## src/rtl/audio_mem_arbiter.sv

```systemverilog
// Round-robin arbiter sharing one SDRAM Avalon-MM master between a record port (0)
// and a playback port (1). An in-order tag FIFO routes each returning read word to its issuer.
module audio_mem_arbiter #(
    parameter int ADDR_W  = 25,
    parameter int DATA_W  = 16,
    parameter int MAX_OUT = 4
) (
    input  logic              clk,
    input  logic              reset_n,
    input  logic              r0_read,
    input  logic              r0_write,
    input  logic [ADDR_W-1:0] r0_address,
    input  logic [DATA_W-1:0] r0_writedata,
    output logic              r0_waitrequest,
    output logic [DATA_W-1:0] r0_readdata,
    output logic              r0_readdatavalid,
    input  logic              r1_read,
    input  logic              r1_write,
    input  logic [ADDR_W-1:0] r1_address,
    input  logic [DATA_W-1:0] r1_writedata,
    output logic              r1_waitrequest,
    output logic [DATA_W-1:0] r1_readdata,
    output logic              r1_readdatavalid,
    output logic              m_read,
    output logic              m_write,
    output logic [ADDR_W-1:0] m_address,
    output logic [DATA_W-1:0] m_writedata,
    input  logic              m_waitrequest,
    input  logic [DATA_W-1:0] m_readdata,
    input  logic              m_readdatavalid,
    output logic              err_orphan
);

    localparam int PTR_W = (MAX_OUT > 1) ? $clog2(MAX_OUT) : 1;
    localparam int CNT_W = PTR_W + 1;

    typedef enum logic {IDLE, ISSUE} state_t;

    state_t             state;
    logic               last;
    logic               grant;
    logic [PTR_W-1:0]   wr_ptr;
    logic [PTR_W-1:0]   rd_ptr;
    logic [CNT_W-1:0]   count;
    logic               tag_mem [MAX_OUT];

    logic full, elig0, elig1, pick, accept, push, pop, head;

    assign full   = (count == CNT_W'(MAX_OUT));
    // A write is always eligible; a write with read also high is treated as a pure write.
    assign elig0  = r0_write | (r0_read & ~full);
    assign elig1  = r1_write | (r1_read & ~full);
    assign pick   = (elig0 & elig1) ? ~last : elig1;
    assign accept = (state == ISSUE) & ~m_waitrequest;
    assign push   = accept & m_read;
    assign pop    = m_readdatavalid & (count != '0);
    assign head   = tag_mem[rd_ptr];

    assign r0_waitrequest = ~(accept & ~grant);
    assign r1_waitrequest = ~(accept & grant);

    // NOTE: all sequential state uses non-blocking assignments so every register samples pre-edge values.
    always_ff @(posedge clk or negedge reset_n) begin
        if (!reset_n) begin
            state       <= IDLE;
            last        <= 1'b1;
            grant       <= 1'b0;
            m_read      <= 1'b0;
            m_write     <= 1'b0;
            m_address   <= '0;
            m_writedata <= '0;
        end else begin
            case (state)
                IDLE: begin
                    if (elig0 | elig1) begin
                        state       <= ISSUE;
                        grant       <= pick;
                        m_write     <= pick ? r1_write : r0_write;
                        m_read      <= pick ? (r1_read & ~r1_write) : (r0_read & ~r0_write);
                        m_address   <= pick ? r1_address : r0_address;
                        m_writedata <= pick ? r1_writedata : r0_writedata;
                    end
                end
                ISSUE: begin
                    if (!m_waitrequest) begin
                        state   <= IDLE;
                        last    <= grant;
                        m_read  <= 1'b0;
                        m_write <= 1'b0;
                    end
                end
                default: state <= IDLE;
            endcase
        end
    end

    always_ff @(posedge clk or negedge reset_n) begin
        if (!reset_n) begin
            wr_ptr <= '0;
            rd_ptr <= '0;
            count  <= '0;
        end else begin
            if (push) wr_ptr <= wr_ptr + 1'b1;
            if (pop)  rd_ptr <= rd_ptr + 1'b1;
            case ({push, pop})
                2'b10:   count <= count + 1'b1;
                2'b01:   count <= count - 1'b1;
                default: count <= count;
            endcase
        end
    end

    // NOTE: tag storage has no reset; an entry is only read after it was written, and the pointers/count are reset.
    always_ff @(posedge clk) begin
        if (push) tag_mem[wr_ptr] <= grant;
    end

    always_ff @(posedge clk or negedge reset_n) begin
        if (!reset_n) begin
            r0_readdata      <= '0;
            r1_readdata      <= '0;
            r0_readdatavalid <= 1'b0;
            r1_readdatavalid <= 1'b0;
            err_orphan       <= 1'b0;
        end else begin
            r0_readdatavalid <= pop & ~head;
            r1_readdatavalid <= pop & head;
            if (pop & ~head) r0_readdata <= m_readdata;
            if (pop & head)  r1_readdata <= m_readdata;
            // Sticky until reset: data arriving with no outstanding tag is dropped.
            err_orphan <= err_orphan | (m_readdatavalid & (count == '0));
        end
    end

endmodule

```

## config.mk

```make
export PLATFORM = sky130hd
export DESIGN_NAME = audio_mem_arbiter
export DESIGN_NICKNAME = d
export VERILOG_FILES = /design/src/rtl/audio_mem_arbiter.sv
export SDC_FILE = /design/constraint.sdc
export NUM_CORES = 1
export LEC_CHECK = 0
export BUFFER_PORTS_ARGS = -buffer_cell sky130_fd_sc_hd__buf_4
export CORE_MARGIN = 4
export CORE_UTILIZATION = 51
export DETAILED_ROUTE_END_ITERATION = 12
export GPL_TIMING_DRIVEN = 0
export PLACE_DENSITY = 0.91
export SYNTH_ARGS = -nofsm -noshare
export SYNTH_HDL_FRONTEND = slang
export SYNTH_SLANG_ARGS = --single-unit
```

## constraint.sdc

```tcl
create_clock -name clk -period 2.9 [get_ports clk]
set_clock_uncertainty 0.2 [all_clocks]
set_input_delay 0.87 -clock clk [delete_from_list [all_inputs] [get_ports clk]]
set_output_delay 0.87 -clock clk [all_outputs]
set_load 0.02 [all_outputs]
```

==> impl_results.md <==
* Outcome: finished, final reports clean
* Antenna diode instance count at 0
* Clock tree from TritonCTS: yes
* Cell mode on critical path: sky130_fd_sc_hd__buf_4
* Antenna violations before repair at 0
* CTS max path bufs at 2
* Final core occ at 0.737
* Sum of internal, switching and leakage power at around 6.3 mW
* Global-route wire length before repair at ~20 mm
* Fraction of synthesis flops using an asynchronous set or reset pin at 0.957
* Gate count after technology mapping at about 390
* Layout-stage area growth over the synthesis result at 41.5%
* Synthesized cell area at about 4300 um2
* Largest stage delay on the critical path at around 0.30 ns
* Initial core utilization at 0.521
* Flip-flop cell with the highest count after synthesis: sky130_fd_sc_hd__dfrtp_1
* Maximum Capacitance Violations at 0
* Post-synth net total at ~500
* Die Ht at 99.4 um
* Critical Path Source Type: primary input
* Most common cell after layout, fill and taps aside: sky130_fd_sc_hd__buf_4
* Worst endpoint required time at roughly 1.8 ns
* Port buffer count at approximately 190
* CP max FO at 4
* Setup violators final at 0
* Crit path buf inv count at 2
* Synth top area cells: sky130_fd_sc_hd__dfrtp_1, sky130_fd_sc_hd__mux2_2, sky130_fd_sc_hd__a31oi_1
* Slowest cell on the critical path: sky130_fd_sc_hd__or2_2
* Detail-routed net length per standard cell at between 15 and 20 um
* Element type at the critical path end: primary output
* Critical path type: in2out
* Yosys synthesis warning count at 0
* Count of pins on the block boundary at around 190
* Register bit total from synthesis at approximately 90
* Number of standard-cell rows in the floorplan at 33
* Net count reported at finish at between 600 and 700
* Global placement routability congestion at approximately 0.86
* Commonest non-fill, non-tap cells in the layout: sky130_fd_sc_hd__buf_4, sky130_fd_sc_hd__dfrtp_1, sky130_fd_sc_hd__a21oi_1
* Floorplan die area at ~9900 um2
* Count of clock tree sinks at 92
* Remaining routing DRC violations at 0
* Placeable Area at slightly above 8000 um2
* Power Dens Cells at ~1000 nW/um2
* Clock slew at the register clock pins of the worst setup and hold paths at 0.08 ns
* Total congestion overflow at 0
* Slew of the pin with the lowest slew margin at 1.08 ns
* Pin count of the biggest net entering global routing at 89
* Starting DRC count in detailed routing at about 150
* Share of Yosys cell area claimed by the top area cell type at 0.511
* CTS buffer count at 9
* Via count at about 3900
* Hold buffer count at CTS at 0
* Min Hold Slack at roughly 0.28 ns
* Global router's overall resource usage at 0.252
* Number of H-tree levels at 3
* HPWL after detailed placement at roughly 9.4 mm
* Total negative slack for setup checks at 0 ns
* Leakage power figure at approximately 2.8 nW
* Peak supply drop at about 0.40 mV
* Number of vias per cell after detailed routing at between 5 and 6
* Skew-Pair Late Insertion Delay at about 0.35 ns
* Hold WC Path Type: reg2reg
* Final critical-path share of the clock period at 0.931
* Die extent in x at around 99 um
* Number of detailed-routing iterations run before antenna repair at 4
* Vias in the first global route at 4053
* Total Routed Length at roughly 12 mm
* Post-synth EDFFs at 4
* Data arrival time of the critical path at about 1.6 ns
* Highest achievable clock rate at between 300 and 400 MHz
* Antenna viol nets, final at 0
* Rel. slew slack at 0.279
* RSZ-0062 raised after global routing: no
* Cell taking the most area after synthesis: sky130_fd_sc_hd__dfrtp_1
* Final count of hold timing violations at 0
* Library cell used as clock root buffer: sky130_fd_sc_hd__clkbuf_8
* Number of setup buffers added after CTS at 0
* Sequential fraction of the synthesis area at 0.546
* Final max-slew violation count at 0
* Proportion of layout cells with a drive suffix above 1 at 0.453
* Minimum period implied by the final worst setup slack at roughly 2.7 ns
* Distinct cells, synth at 40
* Gate family responsible for the most delay along the worst path: simple AND/OR/NAND/NOR gates
* Mean post-synth cell area at between 10 and 15 um2
* Critical Path, Cell by Cell: buf_4 -> nand2b_1 -> or2_2 -> buf_4
[cells by family (layout without fill, tap and decap cells)]
group | count (synthesis) | count (layout) | synth area share
compound gates | 135 | 135 | 0.180
buf+inv | 40 | 241 | 0.0494
mux | 37 | 37 | 0.0999
fa+ha+maj | 6 | 6 | 0.0194
simple gates | 73 | 73 | 0.0929
flops | 92 | 92 | 0.546
xor+xnor | 6 | 6 | 0.0123
[cell usage after synthesis (2+ instances only)]
cell type	n
sky130_fd_sc_hd__buf_6	6
sky130_fd_sc_hd__nand2_1	8
sky130_fd_sc_hd__mux2i_1	2
sky130_fd_sc_hd__o21ai_1	13
sky130_fd_sc_hd__nor2_1	7
sky130_fd_sc_hd__ha_1	5
sky130_fd_sc_hd__clkbuf_1	13
sky130_fd_sc_hd__and3_1	4
sky130_fd_sc_hd__a21oi_1	43
sky130_fd_sc_hd__edfxtp_1	4
sky130_fd_sc_hd__nand3_1	41
sky130_fd_sc_hd__a21o_1	4
sky130_fd_sc_hd__xor2_1	2
sky130_fd_sc_hd__a31oi_1	41
sky130_fd_sc_hd__dfrtp_1	87
sky130_fd_sc_hd__o21ai_0	29
sky130_fd_sc_hd__xnor2_1	4
sky130_fd_sc_hd__nand2b_1	2
sky130_fd_sc_hd__inv_1	8
sky130_fd_sc_hd__nor3_1	3
sky130_fd_sc_hd__clkbuf_2	6
sky130_fd_sc_hd__mux2_2	34
sky130_fd_sc_hd__buf_2	6
[worst paths after layout]
path,slack (ns),startpoint,cells after the start,to
setup / recovery,0.20,m_waitrequest,4,r0_waitrequest
max in group asynchronous,1.29,reset_n,1,grant$_DFFE_PN0P_
setup reg to reg,0.65,state$_DFF_PN0_,9,count[2]$_DFFE_PN0P_
hold reg to reg,0.28,err_orphan$_DFF_PN0_,1,err_orphan$_DFF_PN0_
min in group asynchronous,0.50,reset_n,1,r1_readdata[2]$_DFFE_PN0P_
hold / removal,0.28,err_orphan$_DFF_PN0_,1,err_orphan$_DFF_PN0_
[area by class of cell]
type	instances	area (um2)
clock inverters	7	119
flip-flops and latches	92	2320
repair buffers	185	1390
multi-input cells	257	1730
clock buffers	9	124
plain buffers	31	176
well taps	105	131
fillers	597	2150
inverters	9	33.8
[layer usage]
metal	global-route usage	vias up	routed length (um)
met4	0.0966	0	218
met3	0.0624	21	1160
met2	0.428	194	6200
met5	0	-	0
li1	-	1818	-
met1	0.311	1870	4800
[flip-flops by register name, indices dropped and copies added (netlist names), 2 cells and up]
name         count
count            3
m_writedata     16
wr_ptr           2
r0_readdata     16
m_address       25
r1_readdata     16
rd_ptr           2
tag_mem          4
[per-stage QoR]
step / instance area (um2) / setup slack (ns) / cells
4_1_cts: 6020 / 0.109 / 695
5_1_grt: 6020 / 0.104 / 695
2_1_floorplan: 4260 / 0.468 / 389
3_5_place_dp: 5780 / 0.182 / 679
6_report: 6020 / 0.199 / 695
3_3_place_gp: 5780 / 0.210 / 679
[worst register-to-register path, stage by stage, from the launching register on]
cell,delay (ns)
sky130_fd_sc_hd__dfrtp_1,0.39
sky130_fd_sc_hd__clkinv_1,0.23
sky130_fd_sc_hd__nor2_2,0.29
sky130_fd_sc_hd__nand2_1,0.17
sky130_fd_sc_hd__ha_1,0.25
sky130_fd_sc_hd__inv_1,0.08
sky130_fd_sc_hd__fa_1,0.18
sky130_fd_sc_hd__xor2_1,0.15
sky130_fd_sc_hd__nor2_1,0.06
sky130_fd_sc_hd__xor2_1,0.13
[report_power, final]
part / internal (mW) / total [mW] / switching [mW]
clock network: 0.578 / 1.03 / 0.451
registers: 1.86 / 2.23 / 0.375
logic: 1.37 / 3.00 / 1.62
[what timing repair did]
action	in CTS	in global routing
resized for setup	0	1
endpoints found under the hold margin	0	0
endpoints found under the setup margin	0	1
Power figures use the tool's default switching activity.
